[src/rtl/img_lut_pkg.sv]
// Shared types and sizing for the double-banked image LUT controller.
package img_lut_pkg;

    localparam int PX_WIDTH_DEF = 10;
    localparam int NUM_BANKS    = 2;
    localparam int LUT_DEPTH    = 2 ** PX_WIDTH_DEF;

    typedef enum logic [1:0] {
        ST_INIT    = 2'd0,
        ST_IDLE    = 2'd1,
        ST_PENDING = 2'd2
    } lut_state_t;

    function automatic int lut_depth(input int px_width);
        return 2 ** px_width;
    endfunction

endpackage

[src/rtl/img_lut_bank_ctrl.sv]
// Ping-pong LUT bank controller: host writes the shadow bank, swaps land on SOF beats.
// Define IMG_LUT_INIT_RAMP_EN to identity-fill both banks after reset.
module img_lut_bank_ctrl
    import img_lut_pkg::*;
#(
    parameter int PX_WIDTH = PX_WIDTH_DEF
) (
    input  logic                clk_i,
    input  logic                rst_i,
    input  logic                wr_valid_i,
    output logic                wr_ready_o,
    input  logic [PX_WIDTH-1:0] wr_addr_i,
    input  logic [PX_WIDTH-1:0] wr_data_i,
    input  logic                swap_req_i,
    input  logic                sof_valid_i,
    input  logic                sof_ready_i,
    input  logic                sof_user_i,
    output logic                ram_we_o,
    output logic [PX_WIDTH:0]   ram_addr_o,
    output logic [PX_WIDTH-1:0] ram_wdata_o,
    output logic                bank_sel_o,
    output logic                swap_pending_o,
    output logic                swap_done_o,
    output logic [15:0]         swap_cnt_o
);

    localparam int AW = PX_WIDTH + 1;

    lut_state_t          state_q, state_d;
    logic                active_q;
    logic                wr_pend_q;
    logic [AW-1:0]       wr_addr_q;
    logic [PX_WIDTH-1:0] wr_data_q;
    logic                swap_done_q;
    logic [15:0]         swap_cnt_q;
    logic                sof_beat, swap_fire, wr_fire;
    logic                fill_we, latched;
    logic [AW-1:0]       fill_addr;

`ifdef IMG_LUT_INIT_RAMP_EN
    localparam lut_state_t RST_STATE = ST_INIT;
    logic [AW-1:0] cnt_q;
    logic          latch_q, latch_d, fill_last;

    assign fill_we   = (state_q == ST_INIT);
    assign fill_addr = cnt_q;
    assign fill_last = fill_we && (cnt_q == AW'(NUM_BANKS * lut_depth(PX_WIDTH) - 1));
    assign latched   = latch_q;
`else
    localparam lut_state_t RST_STATE = ST_IDLE;

    assign fill_we   = 1'b0;
    assign fill_addr = '0;
    assign latched   = 1'b0;
`endif

    assign sof_beat = sof_valid_i && sof_ready_i && sof_user_i;
    assign wr_fire  = wr_valid_i && wr_ready_o;

    always_comb begin
        state_d   = state_q;
        swap_fire = 1'b0;
`ifdef IMG_LUT_INIT_RAMP_EN
        latch_d   = latch_q;
`endif
        unique case (state_q)
            // A SOF coincident with the request belongs to the old frame.
            ST_IDLE:    if (swap_req_i) state_d = ST_PENDING;
            ST_PENDING: begin
                if (sof_beat) begin
                    swap_fire = 1'b1;
                    state_d   = ST_IDLE;
                end
            end
`ifdef IMG_LUT_INIT_RAMP_EN
            ST_INIT: begin
                if (swap_req_i) latch_d = 1'b1;
                if (fill_last) begin
                    state_d = latch_d ? ST_PENDING : ST_IDLE;
                    latch_d = 1'b0;
                end
            end
`endif
            default:    state_d = RST_STATE;
        endcase
    end

    always_ff @(posedge clk_i) begin
        if (rst_i) begin
            state_q     <= RST_STATE;
            active_q    <= 1'b0;
            wr_pend_q   <= 1'b0;
            wr_addr_q   <= '0;
            wr_data_q   <= '0;
            swap_done_q <= 1'b0;
            swap_cnt_q  <= '0;
        end else begin
            state_q     <= state_d;
            wr_pend_q   <= wr_fire;
            swap_done_q <= swap_fire;
            // Bank captured before any same-cycle swap takes effect.
            if (wr_fire) begin
                wr_addr_q <= {~active_q, wr_addr_i};
                wr_data_q <= wr_data_i;
            end
            if (swap_fire) begin
                active_q   <= ~active_q;
                swap_cnt_q <= swap_cnt_q + 16'd1;
            end
        end
    end

`ifdef IMG_LUT_INIT_RAMP_EN
    always_ff @(posedge clk_i) begin
        if (rst_i) begin
            cnt_q   <= '0;
            latch_q <= 1'b0;
        end else begin
            latch_q <= latch_d;
            if (fill_we) cnt_q <= cnt_q + AW'(1);
        end
    end
`endif

    // All control outputs are held quiet while reset is asserted.
    assign wr_ready_o     = !rst_i && (state_q != ST_INIT);
    assign ram_we_o       = !rst_i && (fill_we || wr_pend_q);
    assign ram_addr_o     = fill_we ? fill_addr : wr_addr_q;
    assign ram_wdata_o    = fill_we ? fill_addr[PX_WIDTH-1:0] : wr_data_q;
    assign bank_sel_o     = !rst_i && (swap_fire ? ~active_q : active_q);
    assign swap_pending_o = !rst_i && ((state_q == ST_PENDING) || latched);
    assign swap_done_o    = !rst_i && swap_done_q;
    assign swap_cnt_o     = swap_cnt_q;

endmodule

[config.mk]
export PLATFORM = sky130hd
export DESIGN_NAME = img_lut_bank_ctrl
export DESIGN_NICKNAME = d
export VERILOG_FILES = /design/src/rtl/img_lut_pkg.sv /design/src/rtl/img_lut_bank_ctrl.sv
export SDC_FILE = /design/constraint.sdc
export NUM_CORES = 1
export LEC_CHECK = 0
export ABC_AREA = 0
export BUFFER_PORTS_ARGS = -buffer_cell sky130_fd_sc_hd__buf_2
export CAP_MARGIN = 40
export CORE_MARGIN = 2
export CORE_UTILIZATION = 51
export CTS_CLUSTER_DIAMETER = 80
export DETAILED_ROUTE_END_ITERATION = 8
export GPL_ROUTABILITY_DRIVEN = 0
export PLACE_DENSITY = 0.95
export SLEW_MARGIN = 25
export SYNTH_ARGS = -nofsm -noshare
export SYNTH_HDL_FRONTEND = slang
export SYNTH_SLANG_ARGS = --single-unit
[constraint.sdc]
create_clock -name clk_i -period 3.16 [get_ports clk_i]
set_input_delay 0.316 -clock clk_i [delete_from_list [all_inputs] [get_ports clk_i]]
set_output_delay 0.316 -clock clk_i [all_outputs]
set_load 0.1 [all_outputs]
# Word-level counts from Yosys, hierarchy flattened
# Cells that the tools add are included.
# classes
n_addsub	1
eq_ne	4
muxes	6
bitwise_logic	1
n_reduce_logical	11
# op_table
cell	count
16-bit by 1-bit adder with 16-bit output (second input constant)	1
1-bit logical AND	8
2-bit 2-to-1 mux	2
2-bit != test (second input constant)	2
2-bit one-hot mux with 2 select lines	1
1-bit 2-to-1 mux	3
2-bit by 1-bit == test with 1-bit output (second input constant)	1
2-bit == test (second input constant)	1
2-bit AND reduction	1
2-bit nonzero test	1
1-bit logical NOT	1
1-bit NOT	1
# totals
ff_bits	42
input_bits	27
output_inout_bits	42
wordCells	30

# Logic depth before layout (Yosys ltp)
# Gate-level depths: netlist of run 1.
# depth
ltp_word	6
depth_mapped	7

# Least setup slack after synthesis of run 1
# No wires, ideal clock.
# synth_timing
path_kind	reg2out
start	reg state_q[1]
end	out bank_sel_o
arrival_ns	2.220
required_ns	2.844
path_slack_ns	0.624
stages_incl_launch_ff	5
path_cell_list	dfxtp_1 > or2b_2 > nor2_1 > xnor2_1 > nor2_1
# synth_via
elab_chain_cells	4
# synth_rtl
item	line	text
from (decl)	img_lut_bank_ctrl.sv:29	lut_state_t state_q, state_d;
from (signal assigned)	img_lut_bank_ctrl.sv:98	state_q <= state_d;
2-bit == test	img_lut_bank_ctrl.sv:66	unique case (state_q)
1-bit 2-to-1 mux	img_lut_bank_ctrl.sv:66	
1-bit 2-to-1 mux	--	
1-bit logical AND	img_lut_bank_ctrl.sv:130	assign bank_sel_o = !rst_i && (swap_fire ? ~active_q : active_q);
to (decl)	img_lut_bank_ctrl.sv:21	output logic bank_sel_o,
# No other way between the ends.

# Worst setup path in the final report of run 1
# Same ends and word-level chain as after synthesis.

==> impl_metrics.tcl, run 1 <==
set metrics [dict create \
    outcome "complete, no violations" \
    antenna_found_initial 0 \
    viasPerCell 5.09 \
    synth.top_cell.area_share 0.487 \
    cts.sinks 42 \
    post_drt_wl_per_cell_um 11.6 \
    regArea_um2 841 \
    firstDrtPassIters 4 \
    ys_ff_latch 42 \
    initial_core_util 0.526 \
    diodes 0 \
    cts_tree "yes" \
    skew_ns 0.00539 \
    coreArea_um2 3280 \
    hold_buffers 0 \
    yosys-top-cells-area "dfxtp_1 (49%), nand2_1 (10%), nand3b_1 (9.1%)" \
    io_buffers 68 \
    hold_viol_final 0 \
    p_leak_nw 1.03 \
    crit_type "flip-flop to output pin" \
    rows 21 \
    worst_ep_required_time_ns 2.84 \
    min_path_type "input port to flip-flop" \
    fmax_mhz 436 \
    grt_max_degree 45 \
    rsz0062_at_grt "no" \
    dpl.hpwl_um 2580 \
    maxSlewHeadroom 0.578 \
    postSynthAreaPerCell_um2 8.76 \
    synth_top_area_cell "dfxtp_1" \
    crit_fanout 5 \
    worstMarginPinSlew_ns 0.632 \
    yosysSeqAreaShare 0.487 \
    grt_overflow_total 0 \
    dieArea_um2 3870 \
    worst_ir_drop_vdd_mv 0.317 \
    fin_nets 289 \
    fin_crit_sh 0.725 \
    fin_setup_tns_ns 0 \
    die_w_um 62.2 \
    cts_setup_buffers 0 \
    grtUsageTotal 0.194 \
    nFillCells 314 \
    ant_nets 0 \
    drive_gt1_frac 0.309 \
    fin_crit_ns 2.29 \
    area_delta_synth_final_pct 23.8 \
    yosys_warnings 0 \
    syn_inst 197 \
    grt_first_pass_wirelength_um 6100 \
    multi_input_area_um2 820 \
    insertion_delay_ns 0.34 \
    die_h_um 62.2 \
    ios 69 \
    critPathArrivalTime_ns 1.98 \
    maxCapViolations 0 \
    setup-violations-final 0 \
    worstSetupEndpointType "output pin" \
    numCtsBuffers 5 \
    yosys.cell_types.count 29 \
    drc_errors 0 \
    cp-start-kind "flip-flop" \
    synth_area_um2 1730 \
    clkTransAtPathRegs_ns 0.12 \
    holdWs_ns 0.145 \
    slew_viol_final 0 \
    dr.first_iter.drc_count 133 \
    clockBufferDepth 2 \
    dr_total_vias 1569 \
    htreeDepth 2 \
    p_per_area_nw_per_um2 511 \
    synth_nets 225 \
    cts-root-buf "clkbuf_4" \
    cts_resized 0 \
    routed_wl_um 3590 \
    grt_pass1_vias 1447 \
]
-- cells in the final DEF, fill, tap and decap left out, drive strengths merged --
| cell type | n |
|---|---|
| a211oi | 1 |
| xnor2 | 2 |
| nor2 | 13 |
| and2b | 1 |
| and4b | 1 |
| clkinv | 1 |
| and3 | 2 |
| nor3 | 1 |
| a21oi | 9 |
| buf | 69 |
| clkbuf | 7 |
| o21ba | 1 |
| o31ai | 6 |
| nor2b | 2 |
| inv | 3 |
| nand3b | 21 |
| and2 | 2 |
| ha | 1 |
| o21ai | 2 |
| nand3 | 6 |
| or3 | 1 |
| or4 | 6 |
| dfxtp | 42 |
| and4 | 2 |
| nand2 | 46 |
| nand4 | 6 |
| xor2 | 7 |
| or2b | 1 |
-- state kept, by name, summed over array words and instances, names as in the netlist --
register / flops
swap_done_q: 1
ram_wdata_o: 10
ram_addr_o: 11
state_q: 2
swap_cnt_o: 16
active_q: 1
wr_pend_q: 1
-- cells in the mapped netlist (all sizes together) --
cell / number
or3: 1
nor3: 1
clkbuf: 9
nand4: 6
and2b: 1
nor2b: 2
xor2: 7
buf: 3
o21ba: 1
xnor2: 2
or2b: 1
ha: 1
and4: 2
a211oi: 1
nand3: 6
nand3b: 21
and4b: 1
nor2: 13
a21oi: 9
or4: 6
o31ai: 6
inv: 3
and3: 2
dfxtp: 42
o21ai: 2
nand2: 46
and2: 2
-- power breakdown --
part	internal, mW	switching (mW)	total (mW)
registers	0.553	0.0129	0.566
logic	0.0444	0.208	0.252
clock network	0.108	0.165	0.273
-- metal layers --
metal | track usage | up-vias | share of wire
met5 | 0 | - | 0
met3 | 0.0616 | 5 | 0.059
li1 | - | 801 | -
met1 | 0.223 | 713 | 0.43
met4 | 0.0500 | 0 | 0.012
met2 | 0.346 | 50 | 0.50
-- worst max-delay path, cell delays in order, from the launching register on --
cell,delay [ns]
dfxtp_1,0.40
or2b_2,0.34
nor2_1,0.24
xnor2_1,0.13
nor2_1,0.09
buf_2,0.43
-- cell families after synthesis --
group                      count (synthesis)  synth area share
adders and majority gates                  1           0.00725
AOI/OAI and AO/OA                         19            0.0681
DFF                                       42             0.487
xor gates and xnor gates                   9            0.0457
and+or+nand+nor                          111             0.354
buffers and inverters                     15            0.0384
-- final timing paths --
| path | end | cells after the start | slack, ns | start |
|---|---|---|---|---|
| setup / recovery | bank_sel_o | 5 | 0.87 | state_q[1] |
| hold / removal | ram_addr_o[6] | 3 | 0.14 | wr_addr_i[6] |
| setup reg to reg | ram_addr_o[10] | 5 | 1.22 | state_q[1] |
| hold reg to reg | ram_addr_o[10] | 1 | 0.47 | active_q |
-- final cells by class --
class,instances,area share
Sequential cell,42,0.393
Inverter,3,0.00527
Multi-Input combinational cell,140,0.383
Timing Repair Buffer,69,0.163
Tap cell,46,0.0269
Clock buffer,7,0.0258
Clock inverter,1,0.00234
-- per-stage QoR --
| stage | utilization | cells | instance area (µm²) | total power [mW] | worst slack [ns] |
|---|---|---|---|---|---|
| floorplan | - | 197 | 1730 | 0.785 | 0.624 |
| global placement | 0.632 | 300 | 2080 | 0.829 | 1.13 |
| detailed placement | 0.632 | 300 | 2080 | 0.832 | 1.09 |
| CTS | 0.651 | 308 | 2140 | 1.10 | 0.812 |
| global route | 0.651 | 308 | 2140 | 1.14 | 0.671 |
| finish | 0.651 | 308 | 2140 | 1.09 | 0.869 |
Note: power is estimated with default switching activity, not from simulation.
==> inputs of run 2 (changes only) <==
CORE_UTILIZATION = 47   (was 51)
PLACE_DENSITY = 0.89   (was 0.95)
clock period = 2.2 ns   (was 3.16 ns; I/O delays follow)
==> impl_metrics.tcl, run 2 (synthesized netlist as in run 1, its figures left out) <==
set metrics [dict create \
    outcome "complete, no violations" \
    hold_depth 3 \
    largest_reg_flops 16 \
    maxCapViolations 0 \
    die_h_um 64.6 \
    final_cell_mix "buf_2 (68), nand2_1 (46), dfxtp_1 (36)" \
    grt_overflow_total 0 \
    diodes 0 \
    clkTransAtPathRegs_ns 0.08 \
    cts.sinks 42 \
    crit_buf_inv 1 \
    hold_buffers 0 \
    fin_crit_sh 0.952 \
    stdcell_count 312 \
    min_to "ram_wdata_o[4]" \
    rows 22 \
    place_inst 304 \
    htreeDepth 2 \
    holdCritStartpoint "wr_data_i[4]" \
    grt_max_degree 29 \
    drive_gt1_frac 0.341 \
    nFillCells 324 \
    worst_ir_drop_vdd_mv 0.549 \
    post_drt_wl_per_cell_um 11.9 \
    cts-root-buf "clkbuf_8" \
    p_leak_nw 1.05 \
    ant_nets 0 \
    dr.first_iter.drc_count 121 \
    coreArea_um2 3610 \
    clockBufferDepth 2 \
    initial_core_util 0.479 \
    io_buffers 68 \
    setup-violations-final 0 \
    worstSetupEndpointType "output pin" \
    layout_commonest_cell "buf_2" \
    p_per_area_nw_per_um2 765 \
    drc_errors 0 \
    hold_viol_final 0 \
    dpl.hpwl_um 2560 \
    cts_tree "yes" \
    cts_setup_buffers 0 \
    crit_chain "or2b_2, nor2_1, xnor2_1, nor2_2, buf_2" \
    power_mw 1.68 \
    r2r_end "swap_cnt_o[13]" \
    ios 69 \
    fin_nets 291 \
    reg2reg_from "state_q[0]" \
    viasPerCell 5.14 \
    dr_total_vias 1604 \
    grt_pass1_vias 1499 \
    antenna_found_initial 0 \
    insertion_delay_ns 0.29 \
    dieArea_um2 4170 \
    r2r_setup_slack_ns 0.48 \
    slew_viol_final 0 \
    routed_wl_um 3710 \
    rr_worst_depth 4 \
    maxSlewHeadroom 0.674 \
    min_path_type "input port to flip-flop" \
    area_delta_synth_final_pct 27.2 \
    skew_ns 0.00511 \
    critPathMaxStageDelay_ns 0.42 \
    fin_setup_tns_ns 0 \
    critPathArrivalTime_ns 1.87 \
    firstDrtPassIters 4 \
    critPathTopFamily "simple AND/OR/NAND/NOR gates" \
    crit_slowest_cell "buf_2" \
    grt_first_pass_wirelength_um 6410 \
    worst_ep_required_time_ns 1.98 \
    die_w_um 64.6 \
    cts_resized 0 \
    worstMarginPinSlew_ns 0.493 \
    fin_crit_ns 2.09 \
    fmax_mhz 477 \
    rsz0062_at_grt "no" \
    cp-start-kind "flip-flop" \
    numCtsBuffers 5 \
    crit_fanout 5 \
    grtUsageTotal 0.195 \
    crit_type "flip-flop to output pin" \
]
run 2: cell types whose count changed in the layout (fill, tap and decap cells not counted), sizes merged:
cell | previous run | this run
buf | 69 | 71
run 2: area by class of cell:
class	instances	area [µm²]	share of cell area
repair buffers	71	363	0.165
well taps	48	60.1	0.0274
flip-flops and latches	42	848	0.386
clock buffers	7	86.3	0.0393
multi-input cells	140	822	0.374
inverters	3	11.3	0.00513
clock inverters	1	5.00	0.00228
run 2: tightest hold or removal path, cell delays in order:
cell	delay, ns
buf_2	0.07
nand2_1	0.04
nand2_1	0.04
run 2: worst max-delay path by stage:
| stage | startpoint | cells after the start | slack, ns | endpoint |
|---|---|---|---|---|
| after detailed placement | state_q[1] | 5 | 0.42 | bank_sel_o |
| final | state_q[1] | 5 | 0.11 | bank_sel_o |
| after CTS | state_q[1] | 5 | 0.09 | bank_sel_o |
| after global placement | state_q[1] | 5 | 0.47 | bank_sel_o |
| after global routing | state_q[1] | 5 | 0.01 | bank_sel_o |
| after floorplan | swap_cnt_o[0] | 4 | 0.04 | swap_cnt_o[12] |
run 2: stage by stage:
stage | setup slack, ns | utilization | area [µm²] | hold slack (ns)
2_1_floorplan | 0.0407 | - | 1740 | 0.319
3_3_place_gp | 0.470 | 0.584 | 2100 | 0.403
3_5_place_dp | 0.418 | 0.584 | 2100 | 0.407
4_1_cts | 0.0875 | 0.609 | 2200 | 0.102
5_1_grt | 0.0126 | 0.609 | 2200 | 0.115
6_report | 0.105 | 0.609 | 2200 | 0.109
run 2: power by group:
part / leakage [nW] / switching [mW] / total, mW / internal [mW]
Clock: 0.0482 / 0.247 / 0.500 / 0.253
Sequential: 0.346 / 0.0172 / 0.811 / 0.794
Combinational: 0.659 / 0.302 / 0.368 / 0.0667
run 2: layer usage:
layer | routed length [µm] | global-route usage
met5 | 0 | 0
met4 | 27 | 0.0718
met3 | 227 | 0.0503
met2 | 1750 | 0.333
met1 | 1710 | 0.235
